## config.mk

```make
export PLATFORM = sky130hd
export DESIGN_NAME = alu_issue_unit
export DESIGN_NICKNAME = d
export VERILOG_FILES = /design/src/rtl/alu_issue_unit_pkg.sv /design/src/rtl/alu_regfile.sv /design/src/rtl/alu_issue_unit.sv
export SDC_FILE = /design/constraint.sdc
export NUM_CORES = 1
export LEC_CHECK = 0
export ABC_AREA = 0
export CAP_MARGIN = 20
export CELL_PAD_IN_SITES_DETAIL_PLACEMENT = 1
export CELL_PAD_IN_SITES_GLOBAL_PLACEMENT = 1
export CORE_MARGIN = 8
export CORE_UTILIZATION = 55
export CTS_BUF_LIST = sky130_fd_sc_hd__clkbuf_2
export DETAILED_ROUTE_END_ITERATION = 8
export GPL_ROUTABILITY_DRIVEN = 0
export PLACE_DENSITY = 0.89
export RECOVER_POWER = 50
export SYNTH_ARGS = -nofsm -noshare
export SYNTH_HDL_FRONTEND = slang
export SYNTH_HIERARCHICAL = 1
export SYNTH_SLANG_ARGS = --single-unit
```

## constraint.sdc

```tcl
create_clock -name clk_i -period 9.2 [get_ports clk_i]
set_clock_uncertainty 0.2 [all_clocks]
set_input_delay 1.84 -clock clk_i [delete_from_list [all_inputs] [get_ports clk_i]]
set_output_delay 1.84 -clock clk_i [all_outputs]
set_load 0.02 [all_outputs]
```

## src/rtl/alu_issue_unit_pkg.sv

```systemverilog
// Shared definitions for the ALU issue unit: instruction field layout, opcode
// constants, FSM encodings and small decode helpers.
package alu_issue_unit_pkg;

   localparam int DEF_WIDTH = 16;
   localparam int DEF_NREGS = 16;
   localparam int INSTR_W   = 16;
   localparam int REG_IDX_W = 4;
   localparam int IMM_W     = 8;

   localparam logic [3:0] OPC_RTYPE = 4'b0000;
   localparam logic [3:0] OPX_CMP   = 4'b1011;
   localparam logic [3:0] OPC_CMPI  = 4'b1011;

   localparam logic [1:0] ST_IDLE = 2'b00;
   localparam logic [1:0] ST_READ = 2'b01;
   localparam logic [1:0] ST_EXEC = 2'b10;
   localparam logic [1:0] ST_WB   = 2'b11;

   // Bit layout of a 16-bit instruction; opext/rsrc double as the 8-bit immediate.
   typedef struct packed {
      logic [3:0] opcode;
      logic [3:0] rdest;
      logic [3:0] opext;
      logic [3:0] rsrc;
   } instrFields_t;

   function automatic logic isRType(input instrFields_t instr);
      return instr.opcode == OPC_RTYPE;
   endfunction

   // Compares produce a result for the handshake but must never write back.
   function automatic logic isCompare(input instrFields_t instr);
      return (isRType(instr) && (instr.opext == OPX_CMP)) || (instr.opcode == OPC_CMPI);
   endfunction

   function automatic logic [IMM_W-1:0] getImm(input instrFields_t instr);
      return {instr.opext, instr.rsrc};
   endfunction

endpackage

```

## src/rtl/alu_regfile.sv

```systemverilog
// Register file for the ALU issue unit: NREGS x WIDTH, two asynchronous read
// ports, one synchronous write port, synchronous clear on reset.
module alu_regfile #(
   parameter int WIDTH = 16,
   parameter int NREGS = 16,
   parameter int AW    = $clog2(NREGS)
) (
   input  logic             clk_i,
   input  logic             reset_i,
   input  logic             we_i,
   input  logic [AW-1:0]    waddr_i,
   input  logic [WIDTH-1:0] wdata_i,
   input  logic [AW-1:0]    raddrA_i,
   output logic [WIDTH-1:0] rdataA_o,
   input  logic [AW-1:0]    raddrB_i,
   output logic [WIDTH-1:0] rdataB_o
);

   logic [WIDTH-1:0] mem_q [NREGS];

   always_ff @(posedge clk_i) begin
      if (reset_i) begin
         for (int i = 0; i < NREGS; i++) begin
            mem_q[i] <= '0;
         end
      end else if (we_i) begin
         mem_q[waddr_i] <= wdata_i;
      end
   end

   assign rdataA_o = mem_q[raddrA_i];
   assign rdataB_o = mem_q[raddrB_i];

endmodule

```

## src/rtl/alu_issue_unit.sv

```systemverilog
// Issue side of the ALU interface: accepts one instruction at a time, fetches
// operands, presents them to an external combinational ALU and writes the result back.
module alu_issue_unit
   import alu_issue_unit_pkg::*;
#(
   parameter int WIDTH = DEF_WIDTH,
   parameter int NREGS = DEF_NREGS
) (
   input  logic                 clk_i,
   input  logic                 reset_i,
   input  logic [INSTR_W-1:0]   instrIn_i,
   input  logic                 instrValid_i,
   output logic                 instrReady_o,
   input  logic                 wrEn_i,
   input  logic [REG_IDX_W-1:0] wrAddr_i,
   input  logic [WIDTH-1:0]     wrData_i,
   output logic [WIDTH-1:0]     ain_o,
   output logic [WIDTH-1:0]     bin_o,
   output logic [INSTR_W-1:0]   instruction_o,
   input  logic [WIDTH-1:0]     aluOut_i,
   output logic                 resultValid_o,
   output logic [WIDTH-1:0]     result_o,
   output logic [REG_IDX_W-1:0] resultAddr_o
);

   logic [1:0]           state_q, state_d;
   instrFields_t         instrLat_q;
   logic [WIDTH-1:0]     ain_q, bin_q, result_q;
   logic [INSTR_W-1:0]   instruction_q;
   logic [REG_IDX_W-1:0] resultAddr_q;

   logic                 inIdle, inRead, inExec, inWb;
   logic                 accept;
   logic                 rfWe;
   logic [REG_IDX_W-1:0] rfWAddr;
   logic [WIDTH-1:0]     rfWData;
   logic [WIDTH-1:0]     rfRdA, rfRdB;
   logic [WIDTH-1:0]     immExt;
   logic [WIDTH-1:0]     operandB;

   assign inIdle = (state_q == ST_IDLE);
   assign inRead = (state_q == ST_READ);
   assign inExec = (state_q == ST_EXEC);
   assign inWb   = (state_q == ST_WB);
   assign accept = instrValid_i && inIdle;

   always_comb begin
      state_d = state_q;
      case (state_q)
         ST_IDLE: if (accept) state_d = ST_READ;
         ST_READ: state_d = ST_EXEC;
         ST_EXEC: state_d = ST_WB;
         ST_WB:   state_d = ST_IDLE;
         default: state_d = ST_IDLE;
      endcase
   end

   // The write port serves preloads while idle and writeback in WB; the two
   // states are exclusive so no arbitration is needed.
   always_comb begin
      rfWe    = 1'b0;
      rfWAddr = wrAddr_i;
      rfWData = wrData_i;
      if (inIdle && wrEn_i) begin
         rfWe = 1'b1;
      end else if (inWb && !isCompare(instrFields_t'(instruction_q))) begin
         rfWe    = 1'b1;
         rfWAddr = resultAddr_q;
         rfWData = result_q;
      end
   end

   alu_regfile #(
      .WIDTH (WIDTH),
      .NREGS (NREGS),
      .AW    (REG_IDX_W)
   ) uRegfile (
      .clk_i    (clk_i),
      .reset_i  (reset_i),
      .we_i     (rfWe),
      .waddr_i  (rfWAddr),
      .wdata_i  (rfWData),
      .raddrA_i (instrLat_q.rdest),
      .rdataA_o (rfRdA),
      .raddrB_i (instrLat_q.rsrc),
      .rdataB_o (rfRdB)
   );

   assign immExt   = {{(WIDTH-IMM_W){getImm(instrLat_q)[IMM_W-1]}}, getImm(instrLat_q)};
   assign operandB = isRType(instrLat_q) ? rfRdB : immExt;

   // Operands are only loaded in READ so the ALU sees stable inputs through EXEC and WB.
   always_ff @(posedge clk_i) begin
      if (reset_i) begin
         state_q       <= ST_IDLE;
         instrLat_q    <= '0;
         ain_q         <= '0;
         bin_q         <= '0;
         instruction_q <= '0;
         result_q      <= '0;
         resultAddr_q  <= '0;
      end else begin
         state_q <= state_d;
         if (accept) begin
            instrLat_q <= instrFields_t'(instrIn_i);
         end
         if (inRead) begin
            ain_q         <= rfRdA;
            bin_q         <= operandB;
            instruction_q <= instrLat_q;
         end
         if (inExec) begin
            result_q     <= aluOut_i;
            resultAddr_q <= instrLat_q.rdest;
         end
      end
   end

   assign instrReady_o  = inIdle;
   assign resultValid_o = inWb;
   assign ain_o         = ain_q;
   assign bin_o         = bin_q;
   assign instruction_o = instruction_q;
   assign result_o      = result_q;
   assign resultAddr_o  = resultAddr_q;

endmodule

```

After elaboration in Yosys (flattened, before gate mapping)
Memory sizes are Yosys's and may differ from the RTL's. A register that Yosys moved wholly into a read port is not among the register bits. Index checks and enable logic that the tools add are counted.

Equality and inequality tests: 6. Muxes and demuxes: 19. Reduce and logical (&&, ||, !) cells: 10.

Operators by type and width (count): $mux 16 (4); $mux 4 (5); $reduce_or 16->1 (1); $eq 4x4->1 const B (2); $logic_not 4->1 (2); $mux 1 (8); $pmux 2 s4 (1); $eq 2x2->1 const B (2); $logic_and 1x1->1 (4); $eq 2x1->1 const B (1); $logic_not 2->1 (1); $mux 2 (1); $ne 2x1->1 const B (1); $logic_not 1->1 (1); $logic_or 1x1->1 (1).

Bits of input ports: 56. Output and inout bits: 70. Flip-flop bits (word level): 70. Memories: 1. Word-level logic and storage cells: 45. Bits in writable memories: 256.

Memories: uRegfile.mem_q (depth 16, bits a word 16, read ports 2, clocked after Yosys merged registers in 2, wr ports 16, RTL line alu_regfile.sv:19) `logic [WIDTH-1:0] mem_q [NREGS];`.

Longest topological paths before layout
Gate-level depths: netlist of run 1.

Depth in word-level cells: 12. Gate-level depth with buffers: 9. Mapped depth without buffers: 7.

Cells and area by module
The synthesis of run 1 kept the hierarchy.

By module, submodules not included: alu_regfile (cells an instance 859, seq. area each 7687.4 sq um, area an instance 13414.1 sq um, times used 1); alu_issue_unit (cells an instance 363, seq. area each 1721.7 sq um, area an instance 3537.1 sq um, times used 1).

Worst setup path before layout of run 1
No wires, ideal clock.

Kind: input-to-reg. Start point: in wrEn_i. End point: mem uRegfile.mem_q[0][0], enable pin. Arrival: 3.610 ns. Path buffers: 1. Path slack: 5.056 ns. Stages: 6. Library setup time: 0.334 ns. Data required time: 8.666 ns. Cells stage by stage: a21oi_2 buf_6 mux2_4 or4b_4 nor3_4 or2_2.

RTL lines: start: declaration (RTL line alu_issue_unit.sv:14) `input logic wrEn_i,`; end: declaration (RTL line alu_regfile.sv:19).

==> results.py, run 1 <==
metrics = {
    "status": {
        "status": "finished, violations left",
        "violations": "capacitance limit, slew limit",
    },
    "global_routing": {
        "overflow": 0,
        "antenna_found_initial": 2,
        "grt_usage": 0.294,
        "grt_max_degree": 68,
        "grt_first_pass_wirelength_mm": 79.6,
        "grt_pass1_vias": 12800,
    },
    "clocking": {
        "ctsHoldBuffers": 0,
        "clockRootBuffer": "clkbuf_2",
        "clk_latency_ns": 0.96,
        "clock_path_buffers": 3,
        "clkSlewWorstSetupHoldPaths_ns": 0.10,
        "ctsResizeCount": 0,
        "cts.sinks": 342,
        "cts_tree": "built",
        "cts_setup_buffers": 0,
        "h-tree-depth": 3,
        "numCtsBuffers": 85,
    },
    "yosys": {
        "yosysSeqAreaShare": 0.555,
        "synth_top_area_cell": "edfxtp_1",
        "synthCells": 1222,
        "syn_nets": 1283,
        "ys_warn_count": 6,
        "netlist_area_mm2": 0.0170,
        "syn_area_per_cell_um2": 13.9,
        "ys_types": 37,
        "yosys-top-cells-area": "edfxtp_1 45%, mux4_2 17%, dfxtp_1 10%",
        "ys_ff_latch": 342,
        "synth_top_cell_area_share": 0.453,
    },
    "floorplanning": {
        "ios": 126,
        "coreArea_mm2": 0.0305,
        "start_util": 0.556,
        "die_area_mm2": 0.0367,
        "rows": 64,
        "fp.dieW_um": 192,
        "dieHeight_um": 192,
    },
    "power": {
        "leakage_nw": 6.90,
        "powerDensity_mw_per_mm2": 218,
        "comb_power_share": 0.283,
        "switching_share": 0.346,
        "ir_drop_mv": 0.127,
        "p_sw_mw": 1.45,
        "pwr-share-clk": 0.259,
        "p_seq_frac": 0.458,
        "cell_internal_pwr_mw": 2.74,
    },
    "critical_path": {
        "crit_type": "in -> reg",
        "cp_max_fo": 20,
        "reg2reg_to": "uRegfile/mem_q[0][0]",
        "r2r_cells": 8,
        "timing.reg2reg.setup_slack_ns": 3.23,
        "cp-end-kind": "flip-flop",
        "critPathArrivalTime_ns": 7.00,
        "worstSetupStartpointType": "input pin",
        "crit_end": "uRegfile/mem_q[0][0]",
        "worst_ep_required_time_ns": 9.54,
        "reg2reg_from": "state_q[0]",
        "critical_path.startpoint": "wrEn_i",
    },
    "place": {
        "place_ws_ns": 3.72,
        "portBuffers": 125,
        "dp_hpwl_mm": 35.4,
        "postPlaceCellArea_mm2": 0.0185,
    },
    "drt": {
        "drtIter0Drc": 1190,
        "drtPass1Iterations": 5,
        "num_vias": 11800,
        "drc": 0,
        "wl_per_cell_um": 29.4,
        "routed_wl_mm": 53.6,
        "viasPerCell": 6.46,
        "ant_nets": 0,
    },
    "sta": {
        "drv_slew": 233,
        "setup_violations": 0,
        "post-route-period-util": 0.725,
        "rsz0062_at_grt": "false",
        "relSlewSlack": -1.23,
        "fmax_ghz": 0.150,
        "tightest_slew_ns": 3.35,
        "final.setup.tns_ns": 0,
        "worst_slack_ns": 2.53,
        "hold_violations": 0,
        "finalCriticalPeriod_ns": 6.67,
    },
    "finish": {
        "drive_gt1_frac": 0.229,
        "utilization": 0.630,
        "fin_area_mm2": 0.0192,
        "nets": 1418,
        "area_growth_pct": 13.3,
    },
    "run": {
        "cap_violations": 6,
    },
    "hold_path": {
        "hp-class": "reg -> reg",
        "min-delay-start": "immExt[4]",
    },
}
-- metal layers --
layer  GRT usage  part of all wire  vias to the layer above
li1            -                 -                     4885
met1       0.349              0.35                     5945
met2       0.495              0.49                      789
met3      0.0753              0.11                      164
met4       0.142             0.048                        0
met5           0                 0                        -
-- area by class of cell --
cell class | count | area [µm²]
Tap cell | 396 | 495
Antenna cell | 1 | 2.50
Clock buffer | 117 | 586
Timing Repair Buffer | 150 | 1380
Multi-Input combinational cell | 776 | 7080
Clock inverter | 39 | 240
Inverter | 2 | 7.51
Sequential cell | 342 | 9420
Fill cell | 2979 | 11300
-- power by group through the flow --
stage / logic [mW] / registers, mW / clock network, mW
global placement: 1.13 / 1.94 / 0
global route: 1.25 / 1.94 / 1.18
detailed placement: 1.17 / 1.95 / 0
finish: 1.18 / 1.92 / 1.09
CTS: 1.18 / 1.92 / 1.11
floorplan: 0.700 / 1.96 / 0
-- worst max-delay path: stages --
cell and delay (ns):
dlygate4sd3_1 0.60, a21oi_4 0.13, clkbuf_1 1.36, mux2_1 0.47
or4b_1 0.64, nor3_1 1.31, or2_2 0.60
-- per-stage QoR --
stage	total power, mW	hold slack (ns)	cells
after global placement	3.07	0.257	1665
after floorplan	2.66	0.249	1222
after CTS	4.21	0.295	1821
final	4.19	0.290	1823
after detailed placement	3.12	0.280	1665
after global routing	4.37	0.316	1823
-- registers in the layout, indices dropped and copies added (netlist names) --
signal          flops
instruction_o      16
bin_o              16
state_q             2
result_o           16
uRegfile/mem_q    256
immExt              8
resultAddr_o        4
instrLat_q          8
ain_o              16
-- cell usage in the layout, fill, tap and decap left out, types with 2 or more instances in the layout --
master             n
dlygate4sd3_1     37
nand4b_1           2
nand2b_1           2
dfxtp_4            2
nor3_1             5
a21oi_1           16
nand4bb_1          2
mux2_4            19
or4b_1             2
edfxtp_1         256
mux2i_1           53
ha_1               5
and2_0           133
clkinv_1          25
inv_2              2
clkinv_2           8
clkbuf_2         117
clkdlybuf4s50_1   87
or2_2             14
bufinv_16          3
and2_1           110
a22oi_1           64
and2_2            16
clkbuf_1          14
dfxtp_1           82
inv_1              2
a311oi_1          16
nor2_1            83
buf_4             12
mux4_2           128
nand2_1           92
or2_0              2
dfxtp_2            2
nor2b_1            5
-- how the worst min path moves through the flow --
| stage | end | slack, ns | cells after the start |
|---|---|---|---|
| floorplan | immExt[4] | 0.25 | 2 |
| global placement | immExt[1] | 0.26 | 2 |
| detailed placement | immExt[4] | 0.28 | 2 |
| CTS | immExt[4] | 0.30 | 2 |
| global route | immExt[1] | 0.32 | 2 |
| finish | immExt[4] | 0.29 | 2 |
-- synth_stat cells --
library cell	instances
edfxtp_1	256
and2_1	243
mux4_2	128
nand2_1	92
dfxtp_1	86
nor2_1	80
clkbuf_1	71
a22oi_1	64
mux2i_1	53
mux2_4	20
buf_2	18
a21oi_1	16
a311oi_1	16
and2_2	16
or2_2	16
buf_1	8
ha_1	5
nor2b_1	5
clkbuf_2	3
buf_6	2
inv_1	2
nand2b_1	2
nand4b_1	2
nand4bb_2	2
nor2_2	2
nor3_1	2
nor3_2	2
a211oi_1	1
a21oi_2	1
nor2_4	1
nor3_4	1
nor4_2	1
o211ai_2	1
or4_1	1
or4b_1	1
or4b_4	1
or4bb_1	1
-- cell families (layout without fill, tap and decap cells) --
group                      count (synthesis)  in the layout  synth area share
AOI/OAI and AO/OA                         99             99            0.0430
adders and majority gates                  5              5           0.00369
buffers and inverters                    104            308            0.0255
DFF                                      342            342             0.555
muxes                                    201            201             0.219
other                                      0              1                 0
and+or+nand+nor                          471            471             0.154
(Power assumes the default switching activity.)
==> inputs of run 2 (changes only) <==
Settings changed: CORE_UTILIZATION 55 to 46, PLACE_DENSITY 0.89 to 0.8.
Clock period 9.2 ns to 5.9 ns, I/O delays scaled along.
==> results.py, run 2 (synthesized netlist as in run 1, its figures left out) <==
metrics = {
    "status": {
        "status": "finished, violations left",
        "violations": "capacitance limit, slew limit",
    },
    "floorplanning": {
        "coreArea_mm2": 0.0364,
        "start_util": 0.465,
        "rows": 70,
        "ios": 126,
        "die_area_mm2": 0.0432,
        "dieHeight_um": 208,
        "fp.dieW_um": 208,
    },
    "global_routing": {
        "grt_first_pass_wirelength_mm": 77.3,
        "antenna_found_initial": 3,
        "use_met2": 0.390,
        "busiest_layer": "met2",
        "grt_max_degree": 65,
        "gr-usage-met3": 0.0670,
        "overflow": 0,
        "grt_usage": 0.240,
        "grt_pass1_vias": 12100,
        "met1_usage": 0.302,
    },
    "critical_path": {
        "worstSetupStartpointType": "flip-flop",
        "timing.critical_path.buf_inv": 2,
        "cp-end-kind": "flip-flop",
        "crit_family": "compound AO/OA/AOI/OAI gates",
        "critPathArrivalTime_ns": 5.21,
        "cp_slowest_stage_delay_ns": 1.35,
        "cp_cell_sequence": "inv_1 -> ha_1 -> a21oi_1 -> mux2_1 -> nand2b_1 -> nor2_1 -> clkbuf_1 -> or2_2",
        "worst_ep_required_time_ns": 6.31,
        "crit_type": "reg -> reg",
        "cp_max_fo": 17,
        "crit_slowest_cell": "a21oi_1",
    },
    "drt": {
        "drtIter0Drc": 894,
        "viasPerCell": 6.05,
        "ant_nets": 0,
        "routed_wl_mm": 52.6,
        "drc": 0,
        "num_vias": 11500,
        "drtPass1Iterations": 5,
        "wl_per_cell_um": 27.7,
    },
    "sta": {
        "fmax_ghz": 0.208,
        "hold_violations": 0,
        "worst_slack_ns": 1.10,
        "setup_violations": 0,
        "relSlewSlack": -1.60,
        "drv_slew": 76,
        "rsz0062_at_grt": "false",
        "post-route-period-util": 0.814,
        "finalCriticalPeriod_ns": 4.80,
        "hold_ws_ns": 0.286,
        "tightest_slew_ns": 3.90,
        "final.setup.tns_ns": 0,
    },
    "place": {
        "place_ws_ns": 1.25,
        "postPlaceCellArea_mm2": 0.0186,
        "portBuffers": 125,
        "dp_hpwl_mm": 35.9,
        "place_inst": 1741,
    },
    "finish": {
        "fin_area_mm2": 0.0193,
        "mostFrequentLayoutCells": "256 x edfxtp_1, 128 x mux4_2, 122 x and2_0",
        "drive_gt1_frac": 0.231,
        "regMostFlops": "uRegfile/mem_q",
        "largest_reg_flops": 256,
        "multi_input_area_mm2": 0.00709,
        "ff_latch_area_mm2": 0.00942,
        "fillCellCount": 3710,
        "layout_commonest_cell": "edfxtp_1",
        "utilization": 0.528,
        "instances_no_fill": 1896,
        "area_growth_pct": 13.6,
        "nets": 1426,
    },
    "clocking": {
        "clockRootBuffer": "clkbuf_2",
        "cts_tree": "built",
        "cts.sinks": 342,
        "clk_latency_ns": 1.02,
        "ctsHoldBuffers": 0,
        "h-tree-depth": 3,
        "clock_path_buffers": 3,
        "numCtsBuffers": 89,
        "clkSlewWorstSetupHoldPaths_ns": 0.08,
        "ctsResizeCount": 0,
        "cts_setup_buffers": 0,
    },
    "hold_path": {
        "hp-class": "reg -> reg",
    },
    "power": {
        "power_mw": 6.41,
        "powerDensity_mw_per_mm2": 333,
        "ir_drop_mv": 0.219,
        "leakage_nw": 6.86,
    },
    "run": {
        "cap_violations": 2,
    },
}
==> run 2: cell count changes in the layout (fill, tap and decap cells not counted), moves of 3 or more <==
cell	delta
and2_0	-11
clkdlybuf4s50_1	+9
buf_4	+3
clkinv_2	-4
bufinv_16	-3
nor2_1	-3
and2_1	+11
dlygate4sd3_1	-9
==> run 2: layout make-up <==
| type | count | area share |
|---|---|---|
| flip-flops and latches | 342 | 0.489 |
| multi-input cells | 776 | 0.368 |
| repair buffers | 154 | 0.0736 |
| clock buffers | 117 | 0.0304 |
| well taps | 468 | 0.0304 |
| clock inverters | 34 | 0.00741 |
| inverters | 2 | 0.000390 |
| diodes | 3 | 0.000390 |
==> run 2: worst min-delay path: stages (launching register included) <==
cell	delay, ns
dfxtp_1	0.33
nand2_1	0.06
a21oi_1	0.06
==> run 2: worst paths after layout <==
kind,start,end,slack [ns],depth (start not counted)
worst max-delay path,state_q[0],uRegfile/mem_q[5][0],1.10,8
worst min-delay path,immExt[6],immExt[6],0.29,2
worst max register to register,state_q[0],uRegfile/mem_q[5][0],1.10,8
worst min register to register,immExt[6],immExt[6],0.29,2
==> run 2: layer usage <==
| layer | routed length, µm | part of all wire |
|---|---|---|
| met4 | 1840 | 0.035 |
| met5 | 0 | 0 |
| met3 | 5040 | 0.096 |
| met1 | 21000 | 0.40 |
| met2 | 24700 | 0.47 |
==> run 2: report_power, final <==
group          switching [mW]  internal [mW]
sequential              0.218           2.80
combinational            1.06          0.811
clock                   0.970          0.544
==> inputs of run 3 (changes only) <==
Settings changed: CORE_UTILIZATION 46 to 51, PLACE_DENSITY 0.8 to 0.84.
Clock period 5.9 ns to 4.6 ns, I/O delays scaled along.
==> results.py, run 3 (synthesized netlist as in run 1, its figures left out) <==
metrics = {
    "sta": {
        "final.setup.tns_ns": 0,
        "rsz0062_at_grt": "false",
        "setup_violations": 0,
        "hold_ws_ns": 0.294,
        "relSlewSlack": -0.505,
        "finalCriticalPeriod_ns": 4.04,
        "tightest_slew_ns": 2.26,
        "fmax_ghz": 0.248,
        "worst_slack_ns": 0.563,
        "drv_slew": 53,
        "post-route-period-util": 0.878,
        "hold_violations": 0,
    },
    "critical_path": {
        "worstSetupStartpointType": "flip-flop",
        "reg2reg_to": "uRegfile/mem_q[13][1]",
        "cp_max_fo": 17,
        "crit_slowest_cell": "clkbuf_1",
        "timing.reg2reg.setup_slack_ns": 0.56,
        "critPathArrivalTime_ns": 4.41,
        "r2r_cells": 8,
        "cp_slowest_stage_delay_ns": 0.67,
        "reg2reg_from": "instruction_o[15]",
        "cp-end-kind": "flip-flop",
        "worst_ep_required_time_ns": 4.97,
        "crit_type": "reg -> reg",
        "cp_cell_sequence": "or4bb_1 -> o211ai_1 -> a21oi_1 -> mux2_4 -> nand2b_1 -> nor2_1 -> clkbuf_1 -> or2_2",
    },
    "clocking": {
        "cts_tree": "built",
        "cts_setup_buffers": 0,
        "ctsHoldBuffers": 0,
        "clkSlewWorstSetupHoldPaths_ns": 0.10,
        "h-tree-depth": 3,
        "clock_path_buffers": 3,
        "numCtsBuffers": 89,
        "clockRootBuffer": "clkbuf_2",
        "clk_latency_ns": 0.96,
        "cts.sinks": 342,
        "ctsResizeCount": 0,
    },
    "floorplanning": {
        "dieHeight_um": 198,
        "coreArea_mm2": 0.0326,
        "rows": 66,
        "ios": 126,
        "start_util": 0.520,
        "fp.dieW_um": 198,
        "die_area_mm2": 0.0393,
    },
    "status": {
        "status": "finished, violations left",
        "violations": "capacitance limit, slew limit",
    },
    "finish": {
        "nets": 1428,
        "fin_area_mm2": 0.0193,
        "utilization": 0.593,
        "largest_reg_flops": 256,
        "layout_commonest_cell": "edfxtp_1",
        "regMostFlops": "uRegfile/mem_q",
        "mostFrequentLayoutCells": "256 x edfxtp_1, 144 x and2_1, 143 x clkbuf_2",
        "area_growth_pct": 14.1,
        "drive_gt1_frac": 0.248,
    },
    "hold_path": {
        "min-delay-start": "instruction_o[10]",
        "hold_path_depth": 2,
        "holdPathEnd": "instruction_o[10]",
        "hp-class": "reg -> reg",
    },
    "drt": {
        "drc": 0,
        "routed_wl_mm": 52.8,
        "drtPass1Iterations": 6,
        "num_vias": 11600,
        "wl_per_cell_um": 28.1,
        "ant_nets": 0,
        "viasPerCell": 6.17,
        "drtIter0Drc": 1185,
    },
    "global_routing": {
        "grt_pass1_vias": 12700,
        "grt_first_pass_wirelength_mm": 79.2,
        "overflow": 0,
        "antenna_found_initial": 1,
        "grt_usage": 0.271,
        "grt_max_degree": 65,
    },
    "power": {
        "ir_drop_mv": 0.258,
        "powerDensity_mw_per_mm2": 430,
        "leakage_nw": 7.07,
    },
    "place": {
        "portBuffers": 125,
        "dp_hpwl_mm": 35.2,
        "postPlaceCellArea_mm2": 0.0186,
        "place_ws_ns": 0.613,
    },
    "run": {
        "cap_violations": 1,
    },
}
-- run 3: changes by cell type in the layout (fill, tap and decap cells not counted), moves of 4 or more --
cell,before,now
clkbuf_1,14,10
clkbuf_2,117,143
and2_1,121,144
dlygate4sd3_1,28,51
clkdlybuf4s50_1,96,73
clkinv_1,25,17
and2_0,122,99
-- run 3: through the flow --
step           total power, mW  instances
2_1_floorplan             5.32       1222
3_3_place_gp              6.15       1718
3_5_place_dp              6.27       1718
4_1_cts                   8.44       1881
5_1_grt                   8.69       1882
6_report                  8.32       1882
-- run 3: report_power, final --
| part | internal, mW | switching (mW) |
|---|---|---|
| logic | 0.992 | 1.30 |
| registers | 3.59 | 0.277 |
| clock network | 0.853 | 1.31 |
-- run 3: how the worst max path moves through the flow --
stage	startpoint	end	slack [ns]	depth (start not counted)
detailed placement	wrEn_i	uRegfile/mem_q[0][8]	0.61	7
CTS	instruction_o[15]	uRegfile/mem_q[0][10]	0.95	8
global placement	wrEn_i	uRegfile/mem_q[0][10]	0.71	7
floorplan	instruction_o[5]	uRegfile/mem_q[0][0]	1.30	8
finish	instruction_o[15]	uRegfile/mem_q[13][1]	0.56	8
global route	instruction_o[12]	uRegfile/mem_q[4][4]	0.41	8
-- run 3: metal layers --
metal,global-route usage,vias up,routed length (µm)
met2,0.464,638,26400
met3,0.0560,143,4130
met5,0,-,0
met1,0.325,5927,20000
li1,-,4910,-
met4,0.129,0,2360
-- run 3: cell type report --
class / count / area [µm²]
Sequential cell: 342 / 9410
Tap cell: 442 / 553
Multi-Input combinational cell: 776 / 7100
Timing Repair Buffer: 156 / 1460
Clock buffer: 139 / 696
Antenna cell: 1 / 2.50
Clock inverter: 24 / 120
Inverter: 2 / 7.51
Fill cell: 3258 / 13300
-- run 3: critical path: cells and delay by family (launching register included) --
kind            cells  cell delay [ns]
buf+inv             1             0.67
simple gates        4             1.53
mux                 1             0.41
flops               1             0.35
compound gates      2             0.48
